==> src/rtl/opl3_write_sched.sv <==
// OPL3 CPU-bus write scheduler: two requesters, round-robin into a shared FIFO,
// drained as address/data strobe pairs with guaranteed low gaps. Optional shadow RAM: OPL3_WSCHED_SHADOW_EN.
module opl3_write_sched #(
    parameter int FIFO_DEPTH = 16,
    parameter int STROBE_LEN = 2,
    parameter int GAP_CYCLES = 32
) (
    input  logic                         clk,
    input  logic                         reset,
    input  logic                         a_valid,
    output logic                         a_ready,
    input  logic [8:0]                   a_reg,
    input  logic [7:0]                   a_data,
    input  logic                         b_valid,
    output logic                         b_ready,
    input  logic [8:0]                   b_reg,
    input  logic [7:0]                   b_data,
    output logic [1:0]                   opl_addr,
    output logic [7:0]                   opl_dout,
    output logic                         opl_we,
    output logic                         busy,
    output logic [$clog2(FIFO_DEPTH):0]  fifo_level
`ifdef OPL3_WSCHED_SHADOW_EN
    ,
    input  logic [8:0]                   shadow_raddr,
    output logic [7:0]                   shadow_rdata
`endif
);

    localparam int AW     = $clog2(FIFO_DEPTH);
    localparam int LW     = AW + 1;
    localparam int PH_MAX = (STROBE_LEN > GAP_CYCLES) ? STROBE_LEN : GAP_CYCLES;
    localparam int PW     = $clog2(PH_MAX) + 1;
    localparam logic [PW-1:0] C_STROBE = PW'(STROBE_LEN - 1);
    localparam logic [PW-1:0] C_GAP    = PW'(GAP_CYCLES - 1);

    typedef enum logic [2:0] {
        S_IDLE,
        S_ADDR,
        S_GAP1,
        S_DATA,
        S_GAP2
    } state_t;

    logic [16:0]   r_mem [FIFO_DEPTH];
    logic [AW-1:0] r_wptr;
    logic [AW-1:0] r_rptr;
    logic [LW-1:0] r_level;
    logic          r_rr;
    logic          w_full;
    logic          w_empty;
    logic          w_a_acc;
    logic          w_b_acc;
    logic          w_push;
    logic          w_pop;
    logic [16:0]   w_wdata;
    logic [16:0]   w_head;

    state_t        r_state;
    state_t        w_state_nxt;
    logic [PW-1:0] r_ph;
    logic [PW-1:0] w_ph_nxt;
    logic          w_last;
    logic [8:0]    r_reg;
    logic [7:0]    r_data;

    // Arbitration: r_rr=0 favours A, r_rr=1 favours B; a lone requester always wins.
    assign w_full  = (r_level == LW'(FIFO_DEPTH));
    assign w_empty = (r_level == '0);
    assign a_ready = ~w_full & (~r_rr | ~b_valid);
    assign b_ready = ~w_full & (r_rr | ~a_valid);
    assign w_a_acc = a_valid & a_ready;
    assign w_b_acc = b_valid & b_ready;
    assign w_push  = w_a_acc | w_b_acc;
    assign w_wdata = w_a_acc ? {a_reg, a_data} : {b_reg, b_data};
    assign w_head  = r_mem[r_rptr];
    assign fifo_level = r_level;

    always_ff @(posedge clk) begin
        if (w_push) begin
            r_mem[r_wptr] <= w_wdata;
        end
    end

    always_ff @(posedge clk) begin
        if (reset) begin
            r_wptr  <= '0;
            r_rptr  <= '0;
            r_level <= '0;
            r_rr    <= 1'b0;
        end else begin
            if (w_push) begin
                r_wptr <= r_wptr + AW'(1);
                r_rr   <= w_a_acc;
            end
            if (w_pop) begin
                r_rptr <= r_rptr + AW'(1);
            end
            case ({w_push, w_pop})
                2'b10:   r_level <= r_level + LW'(1);
                2'b01:   r_level <= r_level - LW'(1);
                default: r_level <= r_level;
            endcase
        end
    end

    always_ff @(posedge clk) begin
        if (reset) begin
            r_state <= S_IDLE;
            r_ph    <= '0;
        end else begin
            r_state <= w_state_nxt;
            r_ph    <= w_ph_nxt;
        end
    end

    assign w_last = (r_ph == '0);

    always_comb begin
        w_state_nxt = r_state;
        w_pop       = 1'b0;
        case (r_state)
            S_IDLE: begin
                if (!w_empty) begin
                    w_pop       = 1'b1;
                    w_state_nxt = S_ADDR;
                end
            end
            S_ADDR: if (w_last) w_state_nxt = S_GAP1;
            S_GAP1: if (w_last) w_state_nxt = S_DATA;
            S_DATA: if (w_last) w_state_nxt = S_GAP2;
            S_GAP2: begin
                if (w_last) begin
                    if (!w_empty) begin
                        w_pop       = 1'b1;
                        w_state_nxt = S_ADDR;
                    end else begin
                        w_state_nxt = S_IDLE;
                    end
                end
            end
            default: w_state_nxt = S_IDLE;
        endcase
    end

    // Phase counter reloads on every state change and counts down to zero.
    always_comb begin
        w_ph_nxt = r_ph;
        if (w_state_nxt != r_state) begin
            if (w_state_nxt == S_ADDR || w_state_nxt == S_DATA) begin
                w_ph_nxt = C_STROBE;
            end else begin
                w_ph_nxt = C_GAP;
            end
        end else if (!w_last) begin
            w_ph_nxt = r_ph - PW'(1);
        end
    end

    always_ff @(posedge clk) begin
        if (w_pop) begin
            {r_reg, r_data} <= w_head;
        end
    end

    // Output stage: one register after the state so every pin is glitch-free.
    always_ff @(posedge clk) begin
        if (reset) begin
            opl_we   <= 1'b0;
            opl_addr <= 2'b00;
            opl_dout <= 8'h00;
            busy     <= 1'b0;
        end else begin
            busy <= (r_state != S_IDLE) | ~w_empty;
            case (r_state)
                S_ADDR, S_GAP1: begin
                    opl_we   <= (r_state == S_ADDR);
                    opl_addr <= {r_reg[8], 1'b0};
                    opl_dout <= r_reg[7:0];
                end
                S_DATA, S_GAP2: begin
                    opl_we   <= (r_state == S_DATA);
                    opl_addr <= {r_reg[8], 1'b1};
                    opl_dout <= r_data;
                end
                default: begin
                    opl_we <= 1'b0;
                end
            endcase
        end
    end

`ifdef OPL3_WSCHED_SHADOW_EN
    logic [7:0] r_shadow [512];

    always_ff @(posedge clk) begin
        if (!reset && w_state_nxt == S_DATA && r_state != S_DATA) begin
            r_shadow[r_reg] <= r_data;
        end
    end

    always_ff @(posedge clk) begin
        if (reset) begin
            shadow_rdata <= 8'h00;
        end else begin
            shadow_rdata <= r_shadow[shadow_raddr];
        end
    end
`endif

endmodule

==> config.mk <==
export PLATFORM = sky130hd
export DESIGN_NAME = opl3_write_sched
export DESIGN_NICKNAME = d
export VERILOG_FILES = /design/src/rtl/opl3_write_sched.sv
export SDC_FILE = /design/constraint.sdc
export NUM_CORES = 1
export LEC_CHECK = 0
export ABC_CLOCK_PERIOD_IN_PS = 5000
export BUFFER_PORTS_ARGS = -buffer_cell sky130_fd_sc_hd__clkbuf_2
export CAP_MARGIN = 5
export CELL_PAD_IN_SITES_DETAIL_PLACEMENT = 1
export CELL_PAD_IN_SITES_GLOBAL_PLACEMENT = 2
export CORE_ASPECT_RATIO = 1.2
export CORE_UTILIZATION = 35
export CTS_CLUSTER_DIAMETER = 30
export DETAILED_ROUTE_END_ITERATION = 6
export PLACE_DENSITY = 0.66
export REMOVE_ABC_BUFFERS = 1
export SLEW_MARGIN = 20
export SYNTH_ARGS = -nofsm -noshare
export SYNTH_HDL_FRONTEND = slang
export SYNTH_SLANG_ARGS = --single-unit
==> constraint.sdc <==
create_clock -name clk -period 5 [get_ports clk]
set_input_delay 0.5 -clock clk [delete_from_list [all_inputs] [get_ports clk]]
set_output_delay 0.5 -clock clk [all_outputs]
set_load 0.01 [all_outputs]
# ---- Word level (Yosys, flattened, before mapping)
# Memory sizes are Yosys's and may differ from the RTL's. A register that Yosys moved wholly into a read port is not among the register bits.
# Cells that the tools add are included.
dict set report word_totals {
  register_bits 35
  mem_bits_rw 272
  inputBits 38
  elab_cells 69
  n_memories 1
}
# name words width read_ports rd_clocked_by_memory_dff write_ports line
set memory_table {}
lappend memory_table {r_mem 16 17 1 1 1 45} ;# logic [16:0] r_mem [FIFO_DEPTH];
dict set report op_classes {
  n_addsub 5
  eq_ne 11
  muxes 20
  bitwise_logic 13
  n_reduce_logical 9
}
# cell n
set op_table {}
lappend op_table {{two-way mux 17 bit} 1}
lappend op_table {{one-hot mux 8 bit (2 select lines)} 1}
lappend op_table {{two-way mux 3 bit} 5}
lappend op_table {{one-hot mux 3 bit (5 select lines)} 1}
lappend op_table {{two-way mux 6 bit} 2}
lappend op_table {{one-hot mux 5 bit (2 select lines)} 1}
lappend op_table {{equality test 3 x 2 -> 1 bit, second input constant} 3}
lappend op_table {{adder 4 x 1 -> 4 bit, second input constant} 2}
lappend op_table {{equality test 3 x 1 -> 1 bit, second input constant} 2}
lappend op_table {{zero test 6 bit} 1}
lappend op_table {{subtractor 6 x 1 -> 6 bit, second input constant} 1}
lappend op_table {{adder 5 x 1 -> 5 bit, second input constant} 1}
lappend op_table {{equality test 5 bit, second input constant} 1}
lappend op_table {{zero test 5 bit} 1}
lappend op_table {{two-way mux 1 bit} 5}
lappend op_table {{two-way mux 5 bit} 1}
lappend op_table {{NOT 1 bit} 5}
lappend op_table {{subtractor 5 x 1 -> 5 bit, second input constant} 1}
lappend op_table {{AND 1 bit} 4}
lappend op_table {{bitwise OR 1 bit} 4}
lappend op_table {{one-hot mux 1 bit (2 select lines)} 2}
lappend op_table {{one-hot mux 2 bit (2 select lines)} 1}
lappend op_table {{nonzero test 2 bit} 2}
lappend op_table {{OR reduction 2 bit} 2}
lappend op_table {{other kinds (8)} 8}

# ---- Depth between registers and ports, before layout
# Gate-level depths: netlist (run 1).
dict set report depth {
  ltp_word 8
  ltp_mapped 15
  mapped_depth_nobuf 14
}

# ---- Least setup slack after synthesis (run 1)
# Ideal clock, no wire load.
dict set report synth_path {
  path_kind {register to register}
  startpoint {reg r_ph[0]}
  endpoint {reg r_level[4] (netlist: fifo_level[4])}
  setup_time_ps 121
  arrival_ps 3396
  t_required_ps 4879
  path_slack_ps 1483
  stages_incl_launch_ff 16
  n_path_buf 1
  cell_sequence {dfxtp_1 inv_1 ha_1 or3b_4 o21ai_4 nand3_2 inv_1 ha_1 clkbuf_1 xor2_1 ha_1 a211o_1 nand2_1 nand3b_1 a31oi_1 mux2_2}
}
dict set report synth_via {
  elab_chain_cells 5
  word_cells_on_any_way 7
  cone_classes {eq/ne: 2; mux: 3; reduce/logical: 2}
}
# item line
set synth_rtl {}
lappend synth_rtl {{start: declaration} 61} ;# logic [PW-1:0] r_ph;
lappend synth_rtl {{start signal: assignment} 113} ;# r_ph <= w_ph_nxt;
lappend synth_rtl {{zero test 6 bit *} 117} ;# assign w_last = (r_ph == '0);
lappend synth_rtl {{two-way mux 1 bit *} 133} ;# if (w_last) begin
lappend synth_rtl {{one-hot mux 1 bit (2 select lines) *} 122} ;# case (r_state)
lappend synth_rtl {{net w_pop} 55} ;# logic w_pop;
lappend synth_rtl {{equality test 2 x 1 -> 1 bit / equality test 2 bit (equally long branches)} 99} ;# case ({w_push, w_pop})
lappend synth_rtl {{one-hot mux 5 bit (2 select lines) / nonzero test 2 bit (equally long branches)} -}
lappend synth_rtl {{end signal: assignment} 100} ;# 2'b10: r_level <= r_level + LW'(1);
lappend synth_rtl {{end signal: assignment} 101} ;# 2'b01: r_level <= r_level - LW'(1);
lappend synth_rtl {{end signal: assignment} 102} ;# default: r_level <= r_level;
lappend synth_rtl {{end: declaration} 48} ;# logic [LW-1:0] r_level;
# The timed path passes the listed nets; every way through them passes the cells marked *.
# A chain may end at the register's enable or synchronous reset.

# ---- Final worst setup path (run 1)
# Same ends and word-level chain as after synthesis.

==> qor.yml, run 1 <==
worst_setup_path:
  regToRegStartpoint: "r_ph[0]$_SDFFE_PP0P_"
  crit_chain: "inv_1, ha_1, or3b_4, o21ai_4, nand3_2, inv_1, ha_1, xor2_1, ha_1, nor2_1, nor3b_1, o21ai_0, a31oi_1, mux2_2"
  critPathTopFamily: "simple AND/OR/NAND/NOR gates"
  required_ns: 5.44
  worst-path-buf-inv: 2
  r2r_slack_ns: 1.68
  worstPathArrival_ns: 3.77
  worst_path_most_repeated_cell: "ha_1"
  cpPeakStageDelay_ns: 0.42
  cpMaxStageDelayCell: "or3b_4"
  cp-end-kind: "register"
  startpoint_type: "register"
  r2r_end: "fifo_level[4]$_SDFFE_PP0P_"
  critical_path_class: "reg2reg"
  cp_max_fo: 10
  reg2reg_depth: 14
drt:
  wl_met3_um: 1276
  vias_per_cell: 5.109
  drt-initial-drc-count: 397
  ant_nets: 0
  met1_length_um: 12080
  via_count: 6397
  dr_wl_met2_um: 16230
  drc: 0
  drt_wl_total_um: 30510
  top_layer: "met4"
  wl_per_cell_um: 24.37
  first_pass_iters: 4
power:
  total_power_mw: 9.745
  internal_power_mw: 7.073
  switching_share_pct: 27.42
  ir_drop_v: 0.0002679
  switchingPower_mw: 2.672
  combPwrFrac_pct: 19.5
  pwr-share-clk_pct: 42.4
  leakagePower_nw: 5.198
  power.density_nw_per_um2: 615.9
  p_seq_share_pct: 38.1
floorplan:
  initial_utilization_pct: 35.65
  pin_count: 57
  die_x_um: 176.7
  core_area_um2: 35940
  die-height_um: 211.6
  dieArea_um2: 37380
  num_rows: 76
synth:
  yosys_warnings: 0
  ys_ff_latch: 324
  seq_area_frac_synth_pct: 73.20
  synth_cell_types: 49
  synth_area_um2: 12810
  synthCells: 641
  avgSynthCellArea_um2: 19.99
  synth_top_flop_cell: "edfxtp_1"
  synth_top_area_share_pct: 67.73
  synth_area_leader_cell: "edfxtp_1"
  synthArstFlopShare_pct: 0
  synth_edf_count: 289
  synth.area.top_cells: "edfxtp_1 68%, mux4_2 15%, dfxtp_1 5.5%"
global_route:
  grt_overflow: 0
  grt_pass1_wl_um: 44730
  grt_pass1_vias: 7057
  grt_usage_pct: 16.72
  grt_max_degree: 48
  antenna_found_initial: 0
sta:
  max-slew-margin-rel_pct: 34.59
  max_freq_mhz: 300.8
  finalCriticalPeriod_ns: 3.325
  worstMarginPinSlew_ns: 0.9811
  finalHoldViolCount: 0
  drv_slew: 0
  tns_ns: 0
  finalCritPeriodShare_pct: 66.50
  setup_viol: 0
  final.setup_skew_ns: 0.02272
  rsz0062_at_grt: "false"
clocking:
  cts_hold_buffers: 0
  cts.clk_slew.worst_paths_ns: 0.05
  cts-root-buf: "clkbuf_16"
  clk_path_buf_depth: 3
  postCtsSetupRepairBufs: 0
  post_cts_resized: 0
  insertion_delay_ns: 0.57
  cts_tree: "built"
  cts.htree.levels: 2
  numCtsBuffers: 58
  clock_sinks: 324
job:
  maxCapViolCount: 0
min_path:
  hold_path_depth: 2
  hold_class: "in2reg"
  min_to: "r_mem[10][7]$_DFFE_PP_"
  min_from: "b_data[7]"
place:
  post_dp_cell_area_um2: 13730
  gp_congestion: 0.7422
  dp_hpwl_um: 16480
  io_buffers: 56
  dp_cells: 1143
layout:
  layout_common_cells: "289 x edfxtp_1, 85 x mux4_2, 59 x clkbuf_16"
  drive_gt1_share_pct: 37.76
  largest_reg_flops: 272
  nets: 783
  antennaDiodeCount: 0
  fin_cells: 1252
  area_growth_pct: 23.48
  final_common_cell: "edfxtp_1"
  utilization_pct: 44.02
  design_area_um2: 15820
status:
  run_status: "finished clean"
[metal layers]
metal / vias up / global-route usage (%)
met4: 0 / 6.540
met2: 176 / 30.59
li1: 2809 / -
met1: 3348 / 19.23
met3: 64 / 2.945
met5: - / 0
[cell families after synthesis]
kind of cell | count (synthesis) | share of synthesized area [%]
and+or+nand+nor | 94 | 3.759
adders and majority gates | 10 | 0.9765
xor gates and xnor gates | 15 | 1.025
DFF | 324 | 73.20
AOI/OAI and AO/OA | 44 | 2.334
buffers and inverters | 40 | 1.328
muxes | 114 | 17.38
[synthesized netlist by cell type, types with 2 or more instances]
library cell / instances
inv_1: 7
buf_2: 12
mux4_2: 85
dfxtp_1: 35
or2_2: 2
nor3b_1: 4
nand4_1: 2
nand3_1: 2
nor2_1: 42
o21ai_0: 6
mux2_2: 18
xnor2_1: 3
nand3b_1: 2
or3_1: 2
nand2b_1: 6
ha_1: 10
a21o_1: 3
nand2_1: 14
clkbuf_1: 18
a211oi_1: 8
a21oi_1: 15
edfxtp_1: 289
xor2_1: 12
nor2b_1: 2
a31oi_1: 2
nor3_1: 7
mux2i_1: 11
[area by class of cell]
type                    instances  area (um^2)
well taps                     468        585.6
inverters                       7        26.28
clock inverters                42        583.1
flip-flops and latches        324         9384
fillers                      3363        20120
multi-input cells             277         3374
clock buffers                  67         1506
repair buffers                 67        362.8
[metrics by stage]
| step | hold WS (ns) | setup slack, ns |
|---|---|---|
| 6_report | 0.4654 | 1.675 |
| 4_1_cts | 0.4393 | 1.643 |
| 3_5_place_dp | 0.4893 | 1.684 |
| 2_1_floorplan | 0.4548 | 0.6712 |
| 3_3_place_gp | 0.4633 | 1.798 |
| 5_1_grt | 0.4684 | 1.441 |
[how the worst max path moves through the flow]
stage	from	to	slack (ns)	depth (start not counted)
final	r_ph[0]$_SDFFE_PP0P_	fifo_level[4]$_SDFFE_PP0P_	1.68	14
after global routing	r_ph[0]$_SDFFE_PP0P_	fifo_level[4]$_SDFFE_PP0P_	1.44	14
after CTS	r_ph[0]$_SDFFE_PP0P_	fifo_level[4]$_SDFFE_PP0P_	1.64	14
after detailed placement	r_ph[0]$_SDFFE_PP0P_	fifo_level[4]$_SDFFE_PP0P_	1.68	14
after global placement	r_ph[0]$_SDFFE_PP0P_	fifo_level[4]$_SDFFE_PP0P_	1.80	14
after floorplan	r_rptr[0]$_SDFFE_PP0P_	r_data[0]$_DFFE_PP_	0.67	2
[power by group through the flow]
stage	clock (mW)	sequential, mW	combinational, mW
2_1_floorplan	0	3.74	1.29
3_3_place_gp	0	3.74	1.84
3_5_place_dp	0	3.77	1.92
4_1_cts	4.20	3.73	1.94
5_1_grt	4.30	3.75	2.06
6_report	4.13	3.71	1.90
(Power assumes the default switching activity.)
==> run 2: changes to the inputs <==
--- a/config.mk
+++ b/config.mk
@@ -5,7 +5,8 @@
 export SDC_FILE = /design/constraint.sdc
 export NUM_CORES = 1
 export LEC_CHECK = 0
-export ABC_CLOCK_PERIOD_IN_PS = 5000
+export ABC_AREA = 1
+export ABC_CLOCK_PERIOD_IN_PS = 2950
 export BUFFER_PORTS_ARGS = -buffer_cell sky130_fd_sc_hd__clkbuf_2
 export CAP_MARGIN = 5
 export CELL_PAD_IN_SITES_DETAIL_PLACEMENT = 1
@@ -14,7 +15,7 @@
 export CORE_UTILIZATION = 35
 export CTS_CLUSTER_DIAMETER = 30
 export DETAILED_ROUTE_END_ITERATION = 6
-export PLACE_DENSITY = 0.66
+export PLACE_DENSITY = 0.74
 export REMOVE_ABC_BUFFERS = 1
 export SLEW_MARGIN = 20
 export SYNTH_ARGS = -nofsm -noshare
==> constraint.sdc (replaced) <==
create_clock -name clk -period 2.95 [get_ports clk]
set_input_delay 0.295 -clock clk [delete_from_list [all_inputs] [get_ports clk]]
set_output_delay 0.295 -clock clk [all_outputs]
set_load 0.01 [all_outputs]
==> run 2 against run 1 <==
  * Combinational power is 91% higher
  * Fmax up 33%
  * Highest routed layer unchanged
  * Non-clock buffer count is 20 higher
  * Clock skew barely moved
  * Sequential share of layout area decreased by 0.75 points
  * Clock power up 63%
  * Count of clock-buffer cells in the layout decreased by 7
==> qor.yml, run 2 <==
place:
  post_dp_cell_area_um2: 14030  # +2.2%
  io_buffers: 56  # unchanged
  dp_hpwl_um: 21230  # +29%
  place_ws_ns: 0.4282  # -1.255 ns
  gp_congestion: 0.7681  # +3.5%
  dp_cells: 1523  # +33%
drt:
  vias_per_cell: 5.325  # +4.2%
  drc: 0  # unchanged
  ant_nets: 0  # unchanged
  via_count: 8674  # +36%
  drt-initial-drc-count: 573  # +44%
  wl_per_cell_um: 21.86  # -10%
  drt_wl_total_um: 35620  # +17%
  first_pass_iters: 7  # +3
sta:
  finalCritPeriodShare_pct: 84.97  # +18 points
  setup_ws_ns: 0.4433  # -1.232 ns
  worstMarginPinSlew_ns: 0.8196  # -0.1615 ns
  max-slew-margin-rel_pct: 45.36  # +11 points
  finalCriticalPeriod_ns: 2.507  # -0.8183 ns
  drv_slew: 0  # unchanged
  finalHoldViolCount: 0  # unchanged
  worst_hold_slack_ns: 0.1529  # -0.3125 ns
  rsz0062_at_grt: "false"
  final.setup_skew_ns: 0.02223  # -0.0004930 ns
  setup_viol: 0  # unchanged
  max_freq_mhz: 398.9  # +33%
clocking:
  cts.htree.levels: 2  # unchanged
  cts.clk_slew.worst_paths_ns: 0.05  # about the same
  cts_tree: "built"
  clk_path_buf_depth: 3  # unchanged
  postCtsSetupRepairBufs: 0  # unchanged
  cts-root-buf: "clkbuf_16"
  insertion_delay_ns: 0.58  # about the same
  post_cts_resized: 0  # unchanged
  clock_sinks: 324  # unchanged
  cts_hold_buffers: 0  # unchanged
  numCtsBuffers: 56  # -3.4%
worst_setup_path:
  cp_max_fo: 8  # -2
  cp-end-kind: "register"
  critical_path_class: "reg2reg"
  startpoint_type: "register"
  crit_chain: "inv_1, ha_1, nand3_4, a21oi_2, ha_1, xor2_1, ha_1, a21o_1, nand2_1, nand2_1, a21oi_1, xor2_1, nand2_1, a21oi_1"
  required_ns: 3.44  # -2.00 ns
  worstPathArrival_ns: 2.99  # -0.78 ns
  cpMaxStageDelayCell: "dfxtp_1"
  cpPeakStageDelay_ns: 0.32  # -0.10 ns
job:
  maxCapViolCount: 0  # unchanged
min_path:
  hold_class: "in2reg"
layout:
  area_growth_pct: 22.57
  final_common_cell: "edfxtp_1"
  largest_reg_flops: 272  # unchanged
  design_area_um2: 16020  # +1.3%
  drive_gt1_share_pct: 21.30  # -16 points
  fin_cells: 1629  # +30%
  utilization_pct: 43.54  # -0.48 points
  nets: 1155  # +48%
  antennaDiodeCount: 0  # unchanged
  layout_common_cells: "289 x edfxtp_1, 160 x nor2_1, 153 x o21ai_0"
power:
  pwr-share-clk_pct: 41.3  # -1.1 points
  p_seq_share_pct: 36.4  # -1.7 points
  leakagePower_nw: 5.600  # +7.7%
  power.density_nw_per_um2: 1016  # +65%
  combPwrFrac_pct: 22.3  # +2.8 points
  internal_power_mw: 11.15  # +58%
  switchingPower_mw: 5.123  # +92%
  ir_drop_v: 0.0004404  # +64%
  switching_share_pct: 31.48  # +4.1 points
floorplan:
  initial_utilization_pct: 35.52  # -0.12 points
  die_x_um: 178.4  # +1.0%
  core_area_um2: 36800  # +2.4%
  die-height_um: 213.7  # +1.0%
  dieArea_um2: 38130  # +2.0%
  pin_count: 57  # unchanged
  num_rows: 77  # +1.3%
synth:
  ys_top_cells_by_count: "289 x edfxtp_1, 176 x nor2_1, 153 x o21ai_0"
  ys_ff_latch: 324  # unchanged
  yosys_warnings: 0  # unchanged
  synth_area_leader_cell: "edfxtp_1"
  avgSynthCellArea_um2: 12.80  # -36%
  yosys.cell_count.top_type: "edfxtp_1"
  synth_edf_count: 289  # unchanged
  synth.area.top_cells: "edfxtp_1 66%, o21ai_0 5.9%, dfxtp_1 5.4%"
  synth_area_um2: 13070  # +2.0%
  synth_cell_types: 41  # -16%
  synth_top_area_share_pct: 66.38  # -1.3 points
  synth_top_flop_cell: "edfxtp_1"
  synthCells: 1021  # +59%
  seq_area_frac_synth_pct: 71.74  # -1.5 points
  synthArstFlopShare_pct: 0  # unchanged
status:
  run_status: "finished clean"
global_route:
  grt_pass1_wl_um: 54190  # +21%
  grt_overflow: 0  # unchanged
  grt_pass1_vias: 9011  # +28%
  grt_usage_pct: 19.16  # +2.4 points
  antenna_found_initial: 0  # unchanged
  grt_max_degree: 117  # +140%
-- run 2: cell count changes in the layout (fill, tap and decap cells not counted), sizes merged, moves of 11 or more --
cell / delta
o21ai: +153
mux2i: -11
nand2: +57
buf: +20
o221ai: +60
nand3: +35
nor2: +139
inv: +36
mux4: -85
-- run 2: power by group through the flow --
| stage | clock network (mW) | logic, mW | registers, mW |
|---|---|---|---|
| 2_1_floorplan | 0 | 2.09 | 6.12 |
| 3_3_place_gp | 0 | 3.58 | 6.01 |
| 3_5_place_dp | 0 | 3.64 | 6.03 |
| 4_1_cts | 6.81 | 3.68 | 5.94 |
| 5_1_grt | 6.99 | 4.05 | 5.98 |
| 6_report | 6.72 | 3.63 | 5.93 |
-- run 2: logic make-up after synthesis --
| logic type | share of synthesized area, % |
|---|---|
| simple gates | 9.743 |
| xor+xnor | 0.7369 |
| mux | 1.464 |
| buf+inv | 3.101 |
| compound gates | 12.26 |
| fa+ha+maj | 0.9570 |
| flops | 71.74 |
-- run 2: final timing paths --
path | from | end | slack (ns) | depth (start not counted)
max | r_ph[0]$_SDFFE_PP0P_ | fifo_level[4]$_SDFFE_PP0P_ | 0.44 | 14
min | reset | r_rr$_SDFFE_PP0P_ | 0.15 | 2
max reg2reg | r_ph[0]$_SDFFE_PP0P_ | fifo_level[4]$_SDFFE_PP0P_ | 0.44 | 14
min reg2reg | opl_addr[0]$_SDFFE_PP0P_ | opl_addr[0]$_SDFFE_PP0P_ | 0.46 | 2
-- run 2: final cells by class --
cell class | count | area [um^2]
fill | 3802 | 20780
clock buffer | 60 | 1458
tap | 474 | 593.1
inverter | 39 | 152.6
clock inverter | 46 | 531.8
multi-input combinational | 599 | 3329
sequential | 324 | 9384
timing repair buffer | 87 | 575.6
-- run 2: metal layers --
metal / vias up / GRT usage [%] / wire [um]
met5: - / 0 / 0
met4: 0 / 6.137 / 854
met3: 58 / 2.908 / 1469
met2: 229 / 33.19 / 17940
met1: 4412 / 24.51 / 15360
li1: 3975 / - / -
-- run 2: worst max-delay path, delay by kind of cell (launching register included) --
| family | cells | cell delay (ns) |
|---|---|---|
| flops | 1 | 0.32 |
| fa+ha+maj | 3 | 0.73 |
| simple gates | 4 | 0.36 |
| compound gates | 4 | 0.65 |
| buf+inv | 1 | 0.07 |
| xor+xnor | 2 | 0.29 |
-- run 2: through the flow --
stage | total power, mW | setup TNS, ns
6_report | 16.28 | 0
5_1_grt | 17.02 | 0
4_1_cts | 16.43 | 0
3_5_place_dp | 9.669 | 0
3_3_place_gp | 9.594 | 0
2_1_floorplan | 8.214 | -46.15
==> run 3: changes to the inputs <==
--- a/config.mk
+++ b/config.mk
@@ -5,8 +5,8 @@
 export SDC_FILE = /design/constraint.sdc
 export NUM_CORES = 1
 export LEC_CHECK = 0
-export ABC_AREA = 1
-export ABC_CLOCK_PERIOD_IN_PS = 2950
+export ABC_AREA = 0
+export ABC_CLOCK_PERIOD_IN_PS = 2600
 export BUFFER_PORTS_ARGS = -buffer_cell sky130_fd_sc_hd__clkbuf_2
 export CAP_MARGIN = 5
 export CELL_PAD_IN_SITES_DETAIL_PLACEMENT = 1
@@ -15,7 +15,7 @@
 export CORE_UTILIZATION = 35
 export CTS_CLUSTER_DIAMETER = 30
 export DETAILED_ROUTE_END_ITERATION = 6
-export PLACE_DENSITY = 0.74
+export PLACE_DENSITY = 0.66
 export REMOVE_ABC_BUFFERS = 1
 export SLEW_MARGIN = 20
 export SYNTH_ARGS = -nofsm -noshare
==> constraint.sdc (replaced) <==
create_clock -name clk -period 2.6 [get_ports clk]
set_input_delay 0.26 -clock clk [delete_from_list [all_inputs] [get_ports clk]]
set_output_delay 0.26 -clock clk [all_outputs]
set_load 0.01 [all_outputs]
==> run 3 against run 2 <==
  * The flow now finishes with violations (setup timing)
  * Critical path type unchanged
  * Die area down 2.0%
  * Register-to-register slack worse by 0.59 ns
  * Fmax shrank 8.8%
  * Critical path depth stayed put
  * Critical endpoint unchanged
  * Global-route usage shrank 1.9 points
  * Via count shrank 24%
  * Sequential power up 16%
==> qor.yml, run 3 (synthesis gave the netlist of run 1 again) <==
place:
  io_buffers: 56  # unchanged
  gp_congestion: 0.7704  # +0.30%
  dp_cells: 1197  # -21%
  dp_hpwl_um: 18640  # -12%
  place_ws_ns: -0.3378  # -0.7660 ns
power:
  switching_share_pct: 27.91  # -3.6 points
  internal_power_mw: 13.62  # +22%
  total_power_mw: 18.89  # +16%
  pwr-share-clk_pct: 39.7  # -1.6 points
  combPwrFrac_pct: 23.8  # +1.5 points
  ir_drop_v: 0.0004846  # +10%
  p_seq_share_pct: 36.5  # about the same
  power.density_nw_per_um2: 1166  # +15%
  switchingPower_mw: 5.273  # +2.9%
  leakagePower_nw: 5.470  # -2.3%
worst_setup_path:
  cp_max_fo: 3  # -5
  cp-end-kind: "register"
  r2r_slack_ns: -0.15  # -0.59 ns
  critical_path_class: "reg2reg"
  worstPathArrival_ns: 3.19  # +0.20 ns
  cpMaxStageDelayCell: "or3b_4"
  startpoint_type: "register"
  crit_chain: "inv_2, ha_4, or3b_4, o21ai_4, nand3_2, inv_2, ha_4, xor2_2, ha_2, a211o_1, nand2_1, nand3b_1, a31oi_1, mux2_2"
  worst-path-buf-inv: 2  # +1
  regToRegStartpoint: "r_ph[1]$_SDFFE_PP0P_"
  required_ns: 3.04  # -0.40 ns
  cpPeakStageDelay_ns: 0.40  # +0.08 ns
  critPathTopFamily: "simple AND/OR/NAND/NOR gates"
  r2r_end: "fifo_level[4]$_SDFFE_PP0P_"
  reg2reg_depth: 14  # unchanged
global_route:
  top_usage_layer: "met2"
  grt_usage_pct: 17.30  # -1.9 points
  grt_pass1_vias: 7412  # -18%
  antenna_found_initial: 0  # unchanged
  grt_overflow: 0  # unchanged
  grt_pass1_wl_um: 46440  # -14%
  use_met1_pct: 20.64  # -3.9 points
  grt_use_met2_pct: 30.91  # -2.3 points
  grt_max_degree: 38  # -68%
  use_met3_pct: 2.712  # -0.20 points
floorplan:
  pin_count: 57  # unchanged
  die-height_um: 211.6  # -0.99%
  dieArea_um2: 37380  # -2.0%
  num_rows: 76  # -1.3%
  core_area_um2: 35940  # -2.3%
  die_x_um: 176.7  # -0.99%
  initial_utilization_pct: 35.65  # +0.12 points
drt:
  ant_nets: 0  # unchanged
  vias_per_cell: 5.060  # -5.0%
  drt-initial-drc-count: 434  # -24%
  drc: 0  # unchanged
  wl_per_cell_um: 23.74  # +8.6%
  via_count: 6618  # -24%
  first_pass_iters: 5  # -2
  drt_wl_total_um: 31050  # -13%
clocking:
  numCtsBuffers: 55  # -1.8%
  cts_tree: "built"
  cts_hold_buffers: 0  # unchanged
  cts-root-buf: "clkbuf_16"
  clk_path_buf_depth: 3  # unchanged
  cts.htree.levels: 2  # unchanged
  insertion_delay_ns: 0.57  # about the same
  cts.clk_slew.worst_paths_ns: 0.06  # about the same
  clock_sinks: 324  # unchanged
min_path:
  min_to: "r_mem[2][2]$_DFFE_PP_"
  hold_path_depth: 2  # unchanged
  min_from: "a_data[2]"
  hold_class: "in2reg"
layout:
  largest_reg_flops: 272  # unchanged
  drive_gt1_share_pct: 43.57  # +22 points
  final_common_cell: "edfxtp_1"
  utilization_pct: 45.07  # +1.5 points
  antennaDiodeCount: 0  # unchanged
  nets: 842  # -27%
  fin_cells: 1308  # -20%
  layout_common_cells: "289 x edfxtp_1, 85 x mux4_2, 68 x buf_4"
  area_growth_pct: 26.42
sta:
  worst_hold_slack_ns: 0.2308  # +0.07787 ns
  max-slew-margin-rel_pct: 46.59  # +1.2 points
  rsz0062_at_grt: "true"
  drv_slew: 0  # unchanged
  finalHoldViolCount: 0  # unchanged
  setup_viol: 2  # +2
  setup_ws_ns: -0.1478  # -0.5911 ns
  finalCritPeriodShare_pct: 105.7  # +21 points
  final.setup_skew_ns: 0.02495  # +0.002714 ns
  worstMarginPinSlew_ns: 0.8011  # -0.01850 ns
  max_freq_mhz: 363.9  # -8.8%
  finalCriticalPeriod_ns: 2.748  # +0.2411 ns
status:
  violations: "setup timing"
  run_status: "finished with violations"
job:
  maxCapViolCount: 0  # unchanged
==> run 3: cell types whose count changed in the layout (fill, tap and decap cells not counted), moves of 10 or more <==
cell	before	now
buf_4	26	68
nor2_1	160	30
o211ai_1	10	0
nand3_1	35	2
nand2_1	67	14
mux2i_1	0	11
o21ai_0	153	5
inv_1	31	4
o221ai_1	60	0
mux4_2	0	85
==> run 3: worst max-delay path by stage <==
stage,depth (start not counted),end,slack [ns],from
2_1_floorplan,2,r_data[0]$_DFFE_PP_,-1.73,r_rptr[0]$_SDFFE_PP0P_
3_3_place_gp,14,fifo_level[4]$_SDFFE_PP0P_,-0.28,r_ph[0]$_SDFFE_PP0P_
3_5_place_dp,14,fifo_level[4]$_SDFFE_PP0P_,-0.34,r_ph[0]$_SDFFE_PP0P_
4_1_cts,14,fifo_level[4]$_SDFFE_PP0P_,-0.14,r_ph[1]$_SDFFE_PP0P_
5_1_grt,14,fifo_level[4]$_SDFFE_PP0P_,-0.25,r_ph[1]$_SDFFE_PP0P_
6_report,14,fifo_level[4]$_SDFFE_PP0P_,-0.15,r_ph[1]$_SDFFE_PP0P_
==> run 3: area by class of cell <==
cell class	count	area [um^2]
tap	468	585.6
clock inverter	40	525.5
sequential	324	9387
multi-input combinational	277	3357
timing repair buffer	129	890.9
inverter	7	26.28
clock buffer	63	1428
fill	3423	19750
==> run 3: what timing repair did <==
| item | in CTS | in global routing |
|---|---|---|
| pin swaps | 10 | 1 |
| resized for setup | 11 | 3 |
| gates cloned | 0 | 0 |
| endpoints found under the setup margin | 3 | 2 |
| setup buffers | 6 | 2 |
==> run 3: layer usage <==
metal  routed length [um]  part of all wire (%)
met5                    0                     0
met1                12050                    39
met2                16530                    53
met3                 1493                   4.8
met4                  977                   3.1
==> run 3: power groups by stage <==
| stage | Clock, mW | Combinational (mW) | Sequential (mW) |
|---|---|---|---|
| floorplan | 0 | 2.48 | 7.19 |
| global placement | 0 | 4.22 | 6.97 |
| global route | 7.86 | 4.87 | 6.97 |
| finish | 7.50 | 4.49 | 6.90 |
| CTS | 7.64 | 4.52 | 6.93 |
| detailed placement | 0 | 4.37 | 7.02 |
==> run 3: metrics by stage <==
| step | setup TNS (ns) | instance area (um^2) |
|---|---|---|
| CTS | -0.1552 | 16170 |
| detailed placement | -0.4385 | 14140 |
| global placement | -0.2761 | 14140 |
| global route | -0.4398 | 16200 |
| finish | -0.2330 | 16200 |
| floorplan | -44.17 | 12670 |
